## src/rtl/playback_pkg.sv

```systemverilog
// Shared types for the sample playback sequencer and its output buffer.
// Latency: none; declarations only.
// Backpressure: none; declarations only.
package playback_pkg;

   localparam int ADDR_W_DEF = 10;
   localparam int DATA_W_DEF = 16;

   typedef enum logic [1:0] {
      IDLE  = 2'd0,
      RUN   = 2'd1,
      DRAIN = 2'd2
   } state_t;

   // One captured sample pair at the default widths. The top declares the
   // same {raw, filt, tag} layout at its own parameterised widths.
   typedef struct packed {
      logic [DATA_W_DEF-1:0] raw;
      logic [DATA_W_DEF-1:0] filt;
      logic [ADDR_W_DEF-1:0] tag;
   } entry_t;

endpackage

```

## src/rtl/sample_fifo.sv

```systemverilog
// Synchronous FIFO whose head entry is always register slot 0 (shift-on-pop).
// Latency: a write becomes visible at rd_dat/!empty on the following cycle.
// Backpressure: a write while full is refused unless a read happens in the same cycle.
//
// Ports: clk/rst (async active-low), wr_en/wr_dat (push side),
//        rd_en/rd_dat (pop side, rd_dat is the head), full/empty flags.
module sample_fifo #(
   parameter int WIDTH = 8,
   parameter int DEPTH = 4
) (
   input  logic             clk,
   input  logic             rst,
   input  logic             wr_en,
   input  logic [WIDTH-1:0] wr_dat,
   input  logic             rd_en,
   output logic [WIDTH-1:0] rd_dat,
   output logic             full,
   output logic             empty
);
   localparam int CNT_W = $clog2(DEPTH) + 1;

   logic [WIDTH-1:0] mem     [DEPTH];
   logic [WIDTH-1:0] shifted [DEPTH];
   logic [CNT_W-1:0] count;
   logic             push;
   logic             pop;

   assign full   = (count == CNT_W'(DEPTH));
   assign empty  = (count == '0);
   assign pop    = rd_en & ~empty;
   assign push   = wr_en & (~full | pop);
   assign rd_dat = mem[0];

   // Contents as they would look after a pop; the top slot keeps its value.
   always_comb begin
      for (int i = 0; i < DEPTH; i++) shifted[i] = mem[i];
      for (int i = 0; i < DEPTH - 1; i++) shifted[i] = mem[i+1];
   end

   always_ff @(posedge clk or negedge rst) begin
      if (!rst) begin
         count <= '0;
         for (int i = 0; i < DEPTH; i++) mem[i] <= '0;
      end else begin
         for (int i = 0; i < DEPTH; i++) begin
            if (pop) begin
               // On a simultaneous pop the new entry lands one slot lower.
               if (push && (CNT_W'(i) == count - CNT_W'(1))) mem[i] <= wr_dat;
               else                                        mem[i] <= shifted[i];
            end else if (push && (CNT_W'(i) == count)) begin
               mem[i] <= wr_dat;
            end
         end
         count <= count + CNT_W'(push) - CNT_W'(pop);
      end
   end

endmodule

```

## src/rtl/sample_playback_ctrl.sv

```systemverilog
// Sweeps the ROM address over [lo,hi] with a hold pace, captures settled (raw, filt) pairs, tags and buffers them.
// Latency: rom_addr=lo one cycle after start; first capture PIPE_LAT cycles after that; out_valid one cycle later.
// Backpressure: issuing never stalls; a capture arriving at a full FIFO is dropped and flags overflow.
//
// Ports: clk/rst (async active-low); start/stop/loop_en control; addr_lo/addr_hi/rate_div config;
//        rom_addr out, raw_in/filt_in in; out_valid/out_ready/out_raw/out_filt/out_tag stream;
//        busy, done, overflow, cfg_err status.
module sample_playback_ctrl
   import playback_pkg::*;
#(
   parameter int ADDR_W     = ADDR_W_DEF,
   parameter int DATA_W     = DATA_W_DEF,
   parameter int PIPE_LAT   = 2,
   parameter int FIFO_DEPTH = 4
) (
   input  logic              clk,
   input  logic              rst,
   input  logic              start,
   input  logic              stop,
   input  logic              loop_en,
   input  logic [ADDR_W-1:0] addr_lo,
   input  logic [ADDR_W-1:0] addr_hi,
   input  logic [7:0]        rate_div,
   output logic [ADDR_W-1:0] rom_addr,
   input  logic [DATA_W-1:0] raw_in,
   input  logic [DATA_W-1:0] filt_in,
   output logic              out_valid,
   input  logic              out_ready,
   output logic [DATA_W-1:0] out_raw,
   output logic [DATA_W-1:0] out_filt,
   output logic [ADDR_W-1:0] out_tag,
   output logic              busy,
   output logic              done,
   output logic              overflow,
   output logic              cfg_err
);
   localparam int DCNT_W = $clog2(PIPE_LAT) + 1;

   typedef struct packed {
      logic [DATA_W-1:0] raw;
      logic [DATA_W-1:0] filt;
      logic [ADDR_W-1:0] tag;
   } ent_t;

   state_t              state;
   logic [ADDR_W-1:0]   lo_q;
   logic [ADDR_W-1:0]   hi_q;
   logic [7:0]          div_q;
   logic [7:0]          div_cnt;
   logic [DCNT_W-1:0]   drain_cnt;
   logic                iss_vld;
   logic [PIPE_LAT-1:0] dl_vld;
   logic [ADDR_W-1:0]   dl_tag [PIPE_LAT];
   logic                cap_vld;
   logic                cap_drop;
   logic                pop;
   logic                fifo_full;
   logic                fifo_empty;
   ent_t                cap_ent;
   ent_t                head_ent;

   // iss_vld is registered alongside rom_addr, so the delay line sees the
   // issued address in the same cycle the ROM does.
   assign cap_vld  = dl_vld[PIPE_LAT-1];
   assign cap_ent  = '{raw: raw_in, filt: filt_in, tag: dl_tag[PIPE_LAT-1]};
   assign pop      = out_ready & ~fifo_empty;
   assign cap_drop = cap_vld & fifo_full & ~pop;

   always_ff @(posedge clk or negedge rst) begin
      if (!rst) begin
         dl_vld <= '0;
         for (int i = 0; i < PIPE_LAT; i++) dl_tag[i] <= '0;
      end else begin
         dl_vld[0] <= iss_vld;
         dl_tag[0] <= rom_addr;
         for (int i = 1; i < PIPE_LAT; i++) begin
            dl_vld[i] <= dl_vld[i-1];
            dl_tag[i] <= dl_tag[i-1];
         end
      end
   end

   always_ff @(posedge clk or negedge rst) begin
      if (!rst) begin
         state     <= IDLE;
         rom_addr  <= '0;
         lo_q      <= '0;
         hi_q      <= '0;
         div_q     <= '0;
         div_cnt   <= '0;
         drain_cnt <= '0;
         iss_vld   <= 1'b0;
         busy      <= 1'b0;
         done      <= 1'b0;
         cfg_err   <= 1'b0;
         overflow  <= 1'b0;
      end else begin
         iss_vld <= 1'b0;
         done    <= 1'b0;
         cfg_err <= 1'b0;
         if (cap_drop) overflow <= 1'b1;

         case (state)
            IDLE: begin
               if (start) begin
                  if (addr_lo <= addr_hi) begin
                     state    <= RUN;
                     busy     <= 1'b1;
                     lo_q     <= addr_lo;
                     hi_q     <= addr_hi;
                     div_q    <= rate_div;
                     rom_addr <= addr_lo;
                     div_cnt  <= '0;
                     overflow <= 1'b0;
                     iss_vld  <= 1'b1;
                  end else begin
                     cfg_err  <= 1'b1;
                  end
               end
            end

            RUN: begin
               // stop beats an advance landing in the same cycle.
               if (stop) begin
                  state     <= DRAIN;
                  drain_cnt <= '0;
               end else if (div_cnt == div_q) begin
                  div_cnt <= '0;
                  if (rom_addr != hi_q) begin
                     rom_addr <= rom_addr + ADDR_W'(1);
                     iss_vld  <= 1'b1;
                  end else if (loop_en) begin
                     rom_addr <= lo_q;
                     iss_vld  <= 1'b1;
                  end else begin
                     state     <= DRAIN;
                     drain_cnt <= '0;
                  end
               end else begin
                  div_cnt <= div_cnt + 8'd1;
               end
            end

            DRAIN: begin
               // PIPE_LAT cycles is exactly long enough for the last issue
               // to reach the capture point.
               if (drain_cnt == DCNT_W'(PIPE_LAT - 1)) begin
                  state <= IDLE;
                  busy  <= 1'b0;
                  done  <= 1'b1;
               end else begin
                  drain_cnt <= drain_cnt + DCNT_W'(1);
               end
            end

            default: state <= IDLE;
         endcase
      end
   end

   sample_fifo #(
      .WIDTH (2*DATA_W + ADDR_W),
      .DEPTH (FIFO_DEPTH)
   ) u_fifo (
      .clk    (clk),
      .rst    (rst),
      .wr_en  (cap_vld),
      .wr_dat (cap_ent),
      .rd_en  (pop),
      .rd_dat (head_ent),
      .full   (fifo_full),
      .empty  (fifo_empty)
   );

   assign out_valid = ~fifo_empty;
   assign out_raw   = head_ent.raw;
   assign out_filt  = head_ent.filt;
   assign out_tag   = head_ent.tag;

endmodule
```

## config.mk

```make
export PLATFORM = sky130hd
export DESIGN_NAME = sample_playback_ctrl
export DESIGN_NICKNAME = d
export VERILOG_FILES = /design/src/rtl/playback_pkg.sv /design/src/rtl/sample_fifo.sv /design/src/rtl/sample_playback_ctrl.sv
export SDC_FILE = /design/constraint.sdc
export NUM_CORES = 1
export LEC_CHECK = 0
export BUFFER_PORTS_ARGS = -buffer_cell sky130_fd_sc_hd__buf_2
export CAP_MARGIN = 20
export CORE_ASPECT_RATIO = 1.4
export CORE_UTILIZATION = 29
export DETAILED_ROUTE_END_ITERATION = 10
export PLACE_DENSITY = 0.53
export SLEW_MARGIN = 40
export SYNTH_ARGS = -nofsm -noshare
export SYNTH_HDL_FRONTEND = slang
export SYNTH_SLANG_ARGS = --single-unit
```

## constraint.sdc

```tcl
create_clock -name clk -period 2.6 [get_ports clk]
set_input_delay 0.65 -clock clk [delete_from_list [all_inputs] [get_ports clk]]
set_output_delay 0.65 -clock clk [all_outputs]
set_load 0.005 [all_outputs]
```

Word-level counts from Yosys, hierarchy flattened
Index checks and enable logic that the tools add are counted.
{ "word_totals": {"inputBits": 66, "wordCells": 142, "out_inout_bits": 57, "ff_bits": 248} }
{ "op_classes": {"bitwise_logic": 9, "n_lt_le_gt_ge": 1, "eq_ne": 23, "muxes": 58, "n_reduce_logical": 25, "addsub": 6} }
{ "ops": {"columns": ["cell", "n"], "rows": [
  ["2-to-1 mux 42 bit", 12],
  ["2-to-1 mux 10 bit", 6],
  ["2-to-1 mux 8 bit", 4],
  ["2-to-1 mux 2 bit", 12],
  ["case mux 10 bit (2 select lines)", 1],
  ["2-to-1 mux 1 bit", 18],
  ["case mux 8 bit (2 select lines)", 1],
  ["!= test 2 bit (second input constant)", 7],
  ["nonzero test 2 bit", 7],
  ["equality test 2 x 3 -> 1 bit (first input constant)", 4],
  ["!= test 3 bit (second input constant)", 4],
  ["AND reduction 6 bit", 2],
  ["adder 10 x 1 -> 10 bit (second input constant)", 1],
  ["less-or-equal comparator 10 bit", 1],
  ["!= test 10 bit", 1],
  ["adder 8 x 1 -> 8 bit (second input constant)", 1],
  ["equality test 8 bit", 1],
  ["logical AND 1 bit", 8],
  ["AND reduction 4 bit", 2],
  ["equality test 1 x 3 -> 1 bit (first input constant)", 2],
  ["zero test 3 bit", 2],
  ["case mux 2 bit (3 select lines)", 1],
  ["AND 1 bit", 5],
  ["AND reduction 5 bit", 1],
  ["14 further kinds", 18]
]} }

Logic depth before layout (Yosys ltp)
Gate-level depths: netlist of the first run.
{ "depth": {"depth_word": 9, "ltp_mapped": 9} }

Modules after synthesis
Synthesis of the first run repeated with hierarchy kept, for this count alone.
{ "unflattened": {"hier_cells": 1015, "area_unflattened_um2": 11777.5} }
{ "modules_own_cells": {"columns": ["mod", "cells_per_inst", "n_inst", "area_per_inst_um2"], "rows": [
  ["sample_fifo", 693, 1, 8150.3],
  ["sample_playback_ctrl", 322, 1, 3627.2]
]} }

Worst setup path before layout of the first run
No wires, ideal clock.
{ "synth_timing": {"path_type": "input to register", "start": "input port addr_hi[9]", "end": "register rom_addr[6]", "path_buffers": 1, "path_stages": 9, "t_required_ns": 2.472, "setup_time_ns": 0.128, "path_slack_ns": -0.151, "t_arrival_ns": 2.624, "cell_sequence": "inv_1 ha_1 a21oi_2 o21ai_1 or4_4 a211o_4 nand2_2 buf_6 mux2_1"} }
{ "synth_between": {"elab_chain_cells": 3} }
{ "synth_lines": {"columns": ["element", "line", "source"], "rows": [
  ["start, declared", "sample_playback_ctrl.sv:22", "input logic [ADDR_W-1:0] addr_hi,"],
  ["less-or-equal comparator 10 bit", "sample_playback_ctrl.sv:106", "if (addr_lo <= addr_hi) begin"],
  ["!= test 2 bit (no source line)", null, null],
  ["AND reduction 6 bit (no source line)", null, null],
  ["end signal, assigned", "sample_playback_ctrl.sv:112", "rom_addr <= addr_lo;"],
  ["end signal, assigned", "sample_playback_ctrl.sv:130", "rom_addr <= rom_addr + ADDR_W'(1);"],
  ["end signal, assigned", "sample_playback_ctrl.sv:133", "rom_addr <= lo_q;"],
  ["end, declared", "sample_playback_ctrl.sv:24", "output logic [ADDR_W-1:0] rom_addr,"]
]} }
No other way between the ends.
A chain may end at the register's enable or synchronous reset.

Final worst setup path of the first run
{ "layout_timing": {"start": "input port addr_lo[9]", "end": "register rom_addr[7]"} }
{ "layout_between": {"elab_chain_cells": 3} }
{ "layout_lines": {"columns": ["element", "line", "source"], "rows": [
  ["start, declared", "sample_playback_ctrl.sv:21", "input logic [ADDR_W-1:0] addr_lo,"],
  ["less-or-equal comparator 10 bit", "sample_playback_ctrl.sv:106", null],
  ["!= test 2 bit (no source line)", null, null],
  ["AND reduction 6 bit (no source line)", null, null]
]} }
No other way between the ends.

==> qor.csv, run 1 <==
metric,value,unit
outcome,"complete, no violations",
grt_pass1_wl,44.06,mm
final_nets,1223,
dp_cells,1586,
setup_violations,0,
ir_drop,0.5543,mV
rows,84,
clkLatencyLatePin,0.55,ns
tightest_slew,0.5511,ns
fin_area,0.01332,mm2
grt_antenna_before_repair,1,
synth_nets,1111,
p_switching,5.447,mW
place_ws,-0.2834,ns
synth_top_area_frac,0.5640,
path_class,input pin to flop,
drc_errors,0,
synth_ff_type,dfrtp_1,
hold_class,input pin to asynchronous set/reset pin,
syn_inst,1029,
clkTransAtPathRegs,0.06,ns
start_util,0.2933,
worst_ep_required_time,3.03,ns
hold_buffers,0,
synthToLayoutAreaGrowth,21.01,%
min_period_over_period,0.8905,
cts.repair.resized,0,
ys_ff_latch,248,
root_buffer,clkbuf_16,
post_cts_buffers,0,
final.setup.tns,0,ns
n_antenna_cell,0,
drt_iter0_drc,506,
wire_per_inst,16.49,um
hold_viol_final,0,
maxCapViolations,0,
pwr-share-seq,0.426,
synth_top_area_cell,dfrtp_1,
critical-path-top-delay-family,simple AND/OR/NAND/NOR gates,
dr.pass1.iters,5,
finalMaxSlewViolations,0,
routed_wl,26.94,mm
die_h,232.5,um
r2r-start,rom_addr[6],
multi_input_area,0.004277,mm2
slew-limit-headroom,0.6292,
crit_path_start_kind,input pin,
core,0.03752,mm2
p_leak,6.515,nW
final_core_util,0.3549,
cts_num_sinks,248,
hold_ws,0.06361,ns
synthesis.area,0.01100,mm2
seq_area,0.006206,mm2
cts_made_buffers,26,
ios,123,
final_cells,1634,
grt.total_usage,0.1423,
critPathMaxFanout,8,
synth-edff-count,0,
htreeDepth,1,
fin_crit,2.315,ns
critPathMaxStageDelay,0.54,ns
die_area,0.03874,mm2
ys_types,48,
synth_area_leaders,"dfrtp_1, nand2_1, a22oi_1, mux2_2, mux2_4",
vias,7729,
cpMaxStageDelayCell,or4_4,
crit_buf_inv,2,
p_per_area,1221,mW/mm2
clockPowerShare,0.253,
cp.arrival,2.75,ns
path_cells,buf_2 -> ha_4 -> a21oi_2 -> o21ai_1 -> or4_4 -> a211o_4 -> nand2_2 -> buf_12 -> mux2_4,
dpl-instance-area,0.01236,mm2
grt_pass1_vias,8006,
crit_path_start,addr_lo[9],
swShare,0.3351,
yosysWarnings,0,
setup_slack,0.2847,ns
synth-async-reset-ratio,1.000,
fmaxAchievable,431.9,MHz
ctsLongestPathBuffers,3,
p_comb_frac,0.321,
grt_max_degree,62,
cts_tree,built,
viasPerCell,4.730,
synth-seq-area-share,0.5640,
fillers,3701,
p_int,10.81,mW
final_layout_size_suffix_gt1_frac,0.2808,
finClkSkew,0.01923,ns
syn_area_per_cell,10.69,um2
end_kind,flop,
dpl.hpwl,17.98,mm
finalPower,16.26,mW
io_buffers,122,
grt-ovfl-total,0,
fp.dieW,166.6,um
gp_congestion,0.7330,
ant_nets,0,
rsz0062_at_grt,false,
[cells in the mapped netlist (all sizes together), types with 2 or more instances]
cell type	n
a211oi	2
a21o	3
a21oi	10
a22oi	126
a31oi	8
and2	2
and3	6
buf	48
clkbuf	53
dfrtp	248
ha	15
inv	25
mux2	69
mux2i	11
nand2	281
nand2b	3
nand3	7
nand4	6
nor2	18
nor2b	2
nor3	6
nor4	5
o21ai	29
or3	4
or4	2
xnor2	15
xor2	13
[routing by layer]
layer,routed length [um],track usage,up-vias
li1,-,-,3729
met2,13780,0.2602,154
met3,1107,0.02364,41
met1,11520,0.1697,3803
met5,17,0,-
met4,520,0.04340,2
[cell families after synthesis]
kind of cell | share of synthesized area
compound gates | 0.1188
buf+inv | 0.05958
xor+xnor | 0.02229
simple gates | 0.1277
mux | 0.08880
fa+ha+maj | 0.01887
flops | 0.5640
[state kept, by name, indices dropped and copies added (netlist names), 3 cells and up]
register and cells:
cap_ent 10, div_cnt 8, rom_addr 10, lo_q 10
hi_q 10, u_fifo.rd_dat 42, div_q 8, u_fifo.count 3
dl_tag 10, u_fifo.mem 126
[path summary, 6_finish.rpt]
check	cells after the start	end	slack [ns]
setup / recovery	9	rom_addr[7]	0.28
hold / removal	1	u_fifo.mem[54]	0.06
setup reg to reg	7	rom_addr[7]	0.37
hold reg to reg	0	dl_vld[1]	0.34
max in group asynchronous	2	u_fifo.rd_dat[11]	1.84
min in group clk	2	div_q[5]	0.34
[cells in the final DEF (no fill, tap or decap), types with 3 or more instances in the layout]
| cell type | synthesis | routed |
|---|---|---|
| mux2_2 | 44 | 44 |
| a22oi_1 | 126 | 126 |
| nor4_1 | 5 | 5 |
| bufinv_16 | 0 | 6 |
| nor2_1 | 18 | 15 |
| nand2b_1 | 3 | 3 |
| mux2i_1 | 11 | 11 |
| xnor2_1 | 15 | 15 |
| or3_1 | 4 | 4 |
| nand2_1 | 280 | 278 |
| nand2_2 | 1 | 3 |
| dfrtp_1 | 248 | 248 |
| buf_4 | 42 | 55 |
| nand4_1 | 6 | 6 |
| o21ai_0 | 27 | 27 |
| ha_4 | 0 | 5 |
| buf_2 | 2 | 121 |
| clkinv_2 | 0 | 6 |
| clkbuf_8 | 0 | 3 |
| xor2_1 | 13 | 13 |
| a21oi_1 | 9 | 7 |
| nand3_1 | 7 | 7 |
| and3_1 | 6 | 6 |
| nor2_4 | 0 | 3 |
| mux2_4 | 24 | 25 |
| clkbuf_1 | 53 | 4 |
| a21o_1 | 3 | 3 |
| clkbuf_16 | 0 | 26 |
| ha_1 | 15 | 10 |
| inv_1 | 25 | 20 |
| buf_12 | 0 | 7 |
| nor3_1 | 6 | 5 |
| a31oi_1 | 8 | 8 |
[power groups by stage]
stage | Combinational [mW] | Sequential, mW | Clock [mW]
finish | 5.22 | 6.93 | 4.11
global placement | 5.21 | 6.94 | 0
floorplan | 3.98 | 6.62 | 0
detailed placement | 5.33 | 6.98 | 0
global route | 5.93 | 7.15 | 4.40
CTS | 5.34 | 6.94 | 4.26
[cell type report]
class	count	area share
Multi-Input combinational cell	655	0.3212
Clock inverter	15	0.01823
Tap cell	473	0.04444
Inverter	25	0.007799
Sequential cell	248	0.4660
Timing Repair Buffer	185	0.08926
Clock buffer	33	0.05309
No activity file was read; power rests on OpenSTA's default activity.
==> run 2, diff against run 1 <==
--- a/config.mk
+++ b/config.mk
@@ -8,9 +8,10 @@
 export BUFFER_PORTS_ARGS = -buffer_cell sky130_fd_sc_hd__buf_2
 export CAP_MARGIN = 20
 export CORE_ASPECT_RATIO = 1.4
-export CORE_UTILIZATION = 29
+export CORE_UTILIZATION = 40
 export DETAILED_ROUTE_END_ITERATION = 10
-export PLACE_DENSITY = 0.53
+export MAX_ROUTING_LAYER = met4
+export PLACE_DENSITY = 0.66
 export SLEW_MARGIN = 40
 export SYNTH_ARGS = -nofsm -noshare
 export SYNTH_HDL_FRONTEND = slang
==> run 2 against run 1 <==
- die area fell by 27%
- wire length fell by 8.7%
- clock skew shrank 0.011 ns
- largest cell class unchanged
==> qor.csv, run 2 (synthesized netlist as in run 1, its figures left out) <==
metric,value,unit
r2r-start,u_fifo.count[1],
hold_buffers,0,
root_buffer,clkbuf_16,
synthToLayoutAreaGrowth,17.90,%
finClkSkew,0.008295,ns
rows,71,
routed_wl,24.60,mm
p_per_area,1209,mW/mm2
grt_antenna_before_repair,0,
drt_iter0_drc,360,
dr.pass1.iters,5,
p_comb_frac,0.327,
fmaxAchievable,410.1,MHz
tightest_slew,0.7780,ns
post_cts_buffers,0,
vias,7709,
io_buffers,122,
p_int,10.40,mW
p_switching,5.288,mW
largest_reg_flops,126,
mostFrequentLayoutCell,nand2_1,
start_util,0.4088,
ctsLongestPathBuffers,3,
end_kind,primary output,
viasPerCell,5.095,
gp_congestion,0.7689,
fin_crit,2.439,ns
finalPower,15.68,mW
cts.repair.resized,0,
grt.total_usage,0.1859,
ir_drop,0.5892,mV
htreeDepth,1,
die_area,0.02819,mm2
worst-r2r-cell-count,7,
die_h,198.3,um
fp.dieW,142.2,um
min_period_over_period,0.9379,
crit_path_start_kind,flop,
p_leak,6.398,nW
maxCapViolations,0,
grt_pass1_wl,40.88,mm
ios,123,
clkTransAtPathRegs,0.06,ns
cts_tree,built,
swShare,0.3372,
fillers,2478,
grt-ovfl-total,0,
cp.arrival,1.79,ns
clockPowerShare,0.232,
hold_viol_final,0,
dpl.hpwl,16.54,mm
seq_area,0.006206,mm2
grt_pass1_vias,7853,
wire_per_inst,16.26,um
reg2reg_slack,0.34,ns
grt_max_degree,72,
worst_ep_required_time,1.95,ns
outcome,"complete, no violations",
clkLatencyLatePin,0.52,ns
critPathMaxFanout,6,
rsz0062_at_grt,false,
final_nets,1212,
layout_common_cells,"nand2_1, dfrtp_1, a22oi_1",
pwr-share-seq,0.442,
final_layout_size_suffix_gt1_frac,0.2700,
timing.rr.end,u_fifo.count[2],
place_ws,-0.2644,ns
regMostFlops,u_fifo.mem,
dp_cells,1468,
path_class,flop to primary output,
cts_num_sinks,248,
slew-limit-headroom,0.4774,
cts_made_buffers,25,
hold_class,input pin to asynchronous set/reset pin,
finalMaxSlewViolations,0,
setup_violations,0,
core,0.02692,mm2
final_cells,1513,
crit_path_start,u_fifo.count[1],
setup_slack,0.1614,ns
drc_errors,0,
multi_input_area,0.004272,mm2
ant_nets,0,
cp-endpoint,out_valid,
n_antenna_cell,0,
[run 2: changes by cell type in the layout (fill, tap and decap cells not counted), sizes merged]
cell,delta
buf,-10
bufinv,-3
clkbuf,+1
clkinv,-1
[run 2: worst min path at each step]
stage                     startpoint    endpoint  cells past startpoint
after floorplan           dl_tag[10]  cap_ent[0]                      0
after global placement    dl_tag[15]  cap_ent[5]                      0
after detailed placement  dl_tag[10]  cap_ent[0]                      0
after CTS                        rst    div_q[7]                      1
after global routing             rst    div_q[6]                      1
final                            rst    div_q[7]                      1
[run 2: layer usage]
| layer | vias up | share of wire | wire length [um] | GRT usage |
|---|---|---|---|---|
| li1 | 3701 | - | - | - |
| met1 | 3775 | 0.42 | 10450 | 0.2290 |
| met2 | 212 | 0.51 | 12540 | 0.3224 |
| met3 | 21 | 0.054 | 1317 | 0.02636 |
| met4 | 0 | 0.012 | 286 | 0.04062 |
| met5 | - | 0 | 0 | - |
[run 2: area by class of cell]
type / count / share of cell area
repair buffers: 175 / 0.08525
clock inverters: 11 / 0.01080
flip-flops and latches: 248 / 0.4783
inverters: 25 / 0.008005
multi-input cells: 655 / 0.3293
well taps: 365 / 0.03520
clock buffers: 34 / 0.05314
[run 2: per-stage QoR]
| stage | hold WS, ns | TNS, ns | area [um2] | utilization |
|---|---|---|---|---|
| 6_report | 0.07077 | 0 | 12970 | 0.4820 |
| 2_1_floorplan | 0.3312 | -0.09370 | 11090 | - |
| 3_3_place_gp | 0.3313 | -5.753 | 12140 | 0.4512 |
| 3_5_place_dp | 0.3362 | -6.308 | 12140 | 0.4512 |
| 5_1_grt | 0.1147 | 0 | 12970 | 0.4820 |
| 4_1_cts | 0.1094 | 0 | 12970 | 0.4820 |
[run 2: worst max-delay path: stages, from the launching register on]
cell	delay [ns]
dfrtp_1	0.45
nor3_1	0.47
inv_1	0.17
buf_2	0.18
[run 2: power by group through the flow]
stage / sequential, mW / clock (mW) / combinational (mW)
after global routing: 7.15 / 3.90 / 5.80
after floorplan: 6.62 / 0 / 3.98
after CTS: 6.93 / 3.75 / 5.21
final: 6.93 / 3.63 / 5.12
after detailed placement: 6.98 / 0 / 5.19
after global placement: 6.92 / 0 / 5.03
==> run 3, diff against run 2 <==
--- a/config.mk
+++ b/config.mk
@@ -12,6 +12,7 @@
 export DETAILED_ROUTE_END_ITERATION = 10
 export MAX_ROUTING_LAYER = met4
 export PLACE_DENSITY = 0.66
+export RECOVER_POWER = 100
 export SLEW_MARGIN = 40
 export SYNTH_ARGS = -nofsm -noshare
 export SYNTH_HDL_FRONTEND = slang
==> run 3 against run 2 <==
- clock skew about the same
- wire length barely moved
- total power fell by 2.5%
- via count decreased by 0.51%
- utilization shrank 1.0 points
- the run now ends with max-capacitance violations, max-slew violations left
- combinational power down 7.4%
- die area is the same
- cell area down 2.1%
==> qor.csv, run 3 (synthesized netlist as in run 1, its figures left out) <==
metric,value,unit
cts_tree,built,
fin_area,0.01270,mm2
fp.dieW,142.2,um
critPathMaxStageDelay,0.53,ns
swShare,0.3433,
die_h,198.3,um
clkLatencyLatePin,0.52,ns
p_switching,5.251,mW
clkTransAtPathRegs,0.06,ns
post_cts_buffers,0,
fin_crit,2.464,ns
p_comb_frac,0.310,
mostFrequentLayoutCell,nand2_1,
pwr-share-seq,0.452,
dpl-instance-area,0.01214,mm2
cp.arrival,2.86,ns
regMostFlops,u_fifo.mem,
use_met2,0.3224,
htreeDepth,1,
hold_class,flop to flop,
path_cells,buf_2 -> inv_1 -> ha_4 -> a21oi_2 -> o21ai_1 -> or4_4 -> a211o_2 -> buf_2 -> mux2_1,
wire_per_inst,16.24,um
critical-path-top-delay-family,compound AO/OA/AOI/OAI gates,
cts_made_buffers,25,
grt-ovfl-total,0,
p_leak,6.124,nW
die_area,0.02819,mm2
finalMaxSlewViolations,70,
critPathMaxFanout,31,
hold_viol_final,0,
path_class,input pin to flop,
cpMaxStageDelayCell,or4_4,
busiest_layer,met2,
met1_usage,0.2290,
final.setup.tns,0,ns
min_period_over_period,0.9477,
fillers,2538,
clockPowerShare,0.238,
ir_drop,0.5645,mV
crit_top_cell,buf_2,
cts.repair.resized,0,
gp_congestion,0.7689,
crit_path_start_kind,input pin,
synthToLayoutAreaGrowth,15.43,%
rows,71,
hold_buffers,0,
grt.total_usage,0.1859,
hold_ws,0.3410,ns
setup_violations,0,
routed_wl,24.58,mm
ctsLongestPathBuffers,3,
dpl.hpwl,16.54,mm
cts_num_sinks,248,
vias,7670,
dr.pass1.iters,5,
finClkSkew,0.007807,ns
use_met3,0.02636,
core,0.02692,mm2
layout_common_cells,"nand2_1, dfrtp_1, a22oi_1",
p_per_area,1204,mW/mm2
final_nets,1212,
n_antenna_cell,0,
grt_antenna_before_repair,0,
rsz0062_at_grt,false,
p_int,10.05,mW
ant_nets,0,
worst_ep_required_time,3.00,ns
final_core_util,0.4719,
final_cells,1513,
ios,123,
grt_pass1_vias,7853,
end_kind,flop,
start_util,0.4088,
largest_reg_flops,126,
slew-limit-headroom,-0.2575,
io_buffers,122,
grt_max_degree,72,
drc_errors,0,
root_buffer,clkbuf_16,
seq_area,0.006206,mm2
violations,"max-capacitance violations, max-slew violations",
fmaxAchievable,405.8,MHz
tightest_slew,1.886,ns
multi_input_area,0.004158,mm2
outcome,finished with violations,
dp_cells,1468,
drt_iter0_drc,402,
maxCapViolations,1,
grt_pass1_wl,40.88,mm
final_layout_size_suffix_gt1_frac,0.2030,
viasPerCell,5.069,
crit_buf_inv,3,
[run 3: cell types whose count changed in the layout (fill, tap and decap cells not counted), moves of 3 or more]
cell / delta
mux2_4: -21
buf_4: -23
nand2_2: -3
nand2_1: +3
clkbuf_1: +50
buf_2: -38
clkbuf_4: +3
mux2_1: +21
clkbuf_2: +11
[run 3: path summary, 6_finish.rpt]
kind	start	slack, ns	depth (start not counted)	to
worst min register to register	dl_tag[18]	0.34	0	cap_ent[8]
min in group asynchronous	rst	0.62	1	div_q[6]
worst max register to register	u_fifo.count[2]	0.30	7	u_fifo.mem[48]
worst min-delay path	dl_tag[18]	0.34	0	cap_ent[8]
max in group asynchronous	rst	0.50	2	dl_tag[18]
worst max-delay path	addr_hi[7]	0.14	9	lo_q[5]
[run 3: area by class of cell]
| cell class | instances | area share |
|---|---|---|
| tap | 365 | 0.03595 |
| clock inverter | 11 | 0.01103 |
| sequential | 248 | 0.4886 |
| multi-input combinational | 655 | 0.3273 |
| clock buffer | 34 | 0.05427 |
| inverter | 25 | 0.007782 |
| timing repair buffer | 175 | 0.07506 |
[run 3: power by group through the flow]
stage / clock, mW / combinational [mW] / sequential [mW]
finish: 3.64 / 4.74 / 6.92
floorplan: 0 / 3.98 / 6.62
detailed placement: 0 / 5.19 / 6.98
CTS: 3.75 / 5.21 / 6.93
global placement: 0 / 5.03 / 6.92
global route: 3.90 / 5.41 / 7.15
[run 3: through the flow]
step / total power [mW] / worst slack [ns]
global route: 16.46 / 0.04543
detailed placement: 12.17 / -0.2644
global placement: 11.95 / -0.2413
finish: 15.30 / 0.1360
CTS: 15.88 / 0.1440
floorplan: 10.60 / -0.01171
[run 3: routing by layer]
layer / wire (um) / up-vias
met3: 1189 / 21
li1: - / 3704
met5: 0 / -
met2: 12420 / 182
met1: 10680 / 3763
met4: 286 / 0
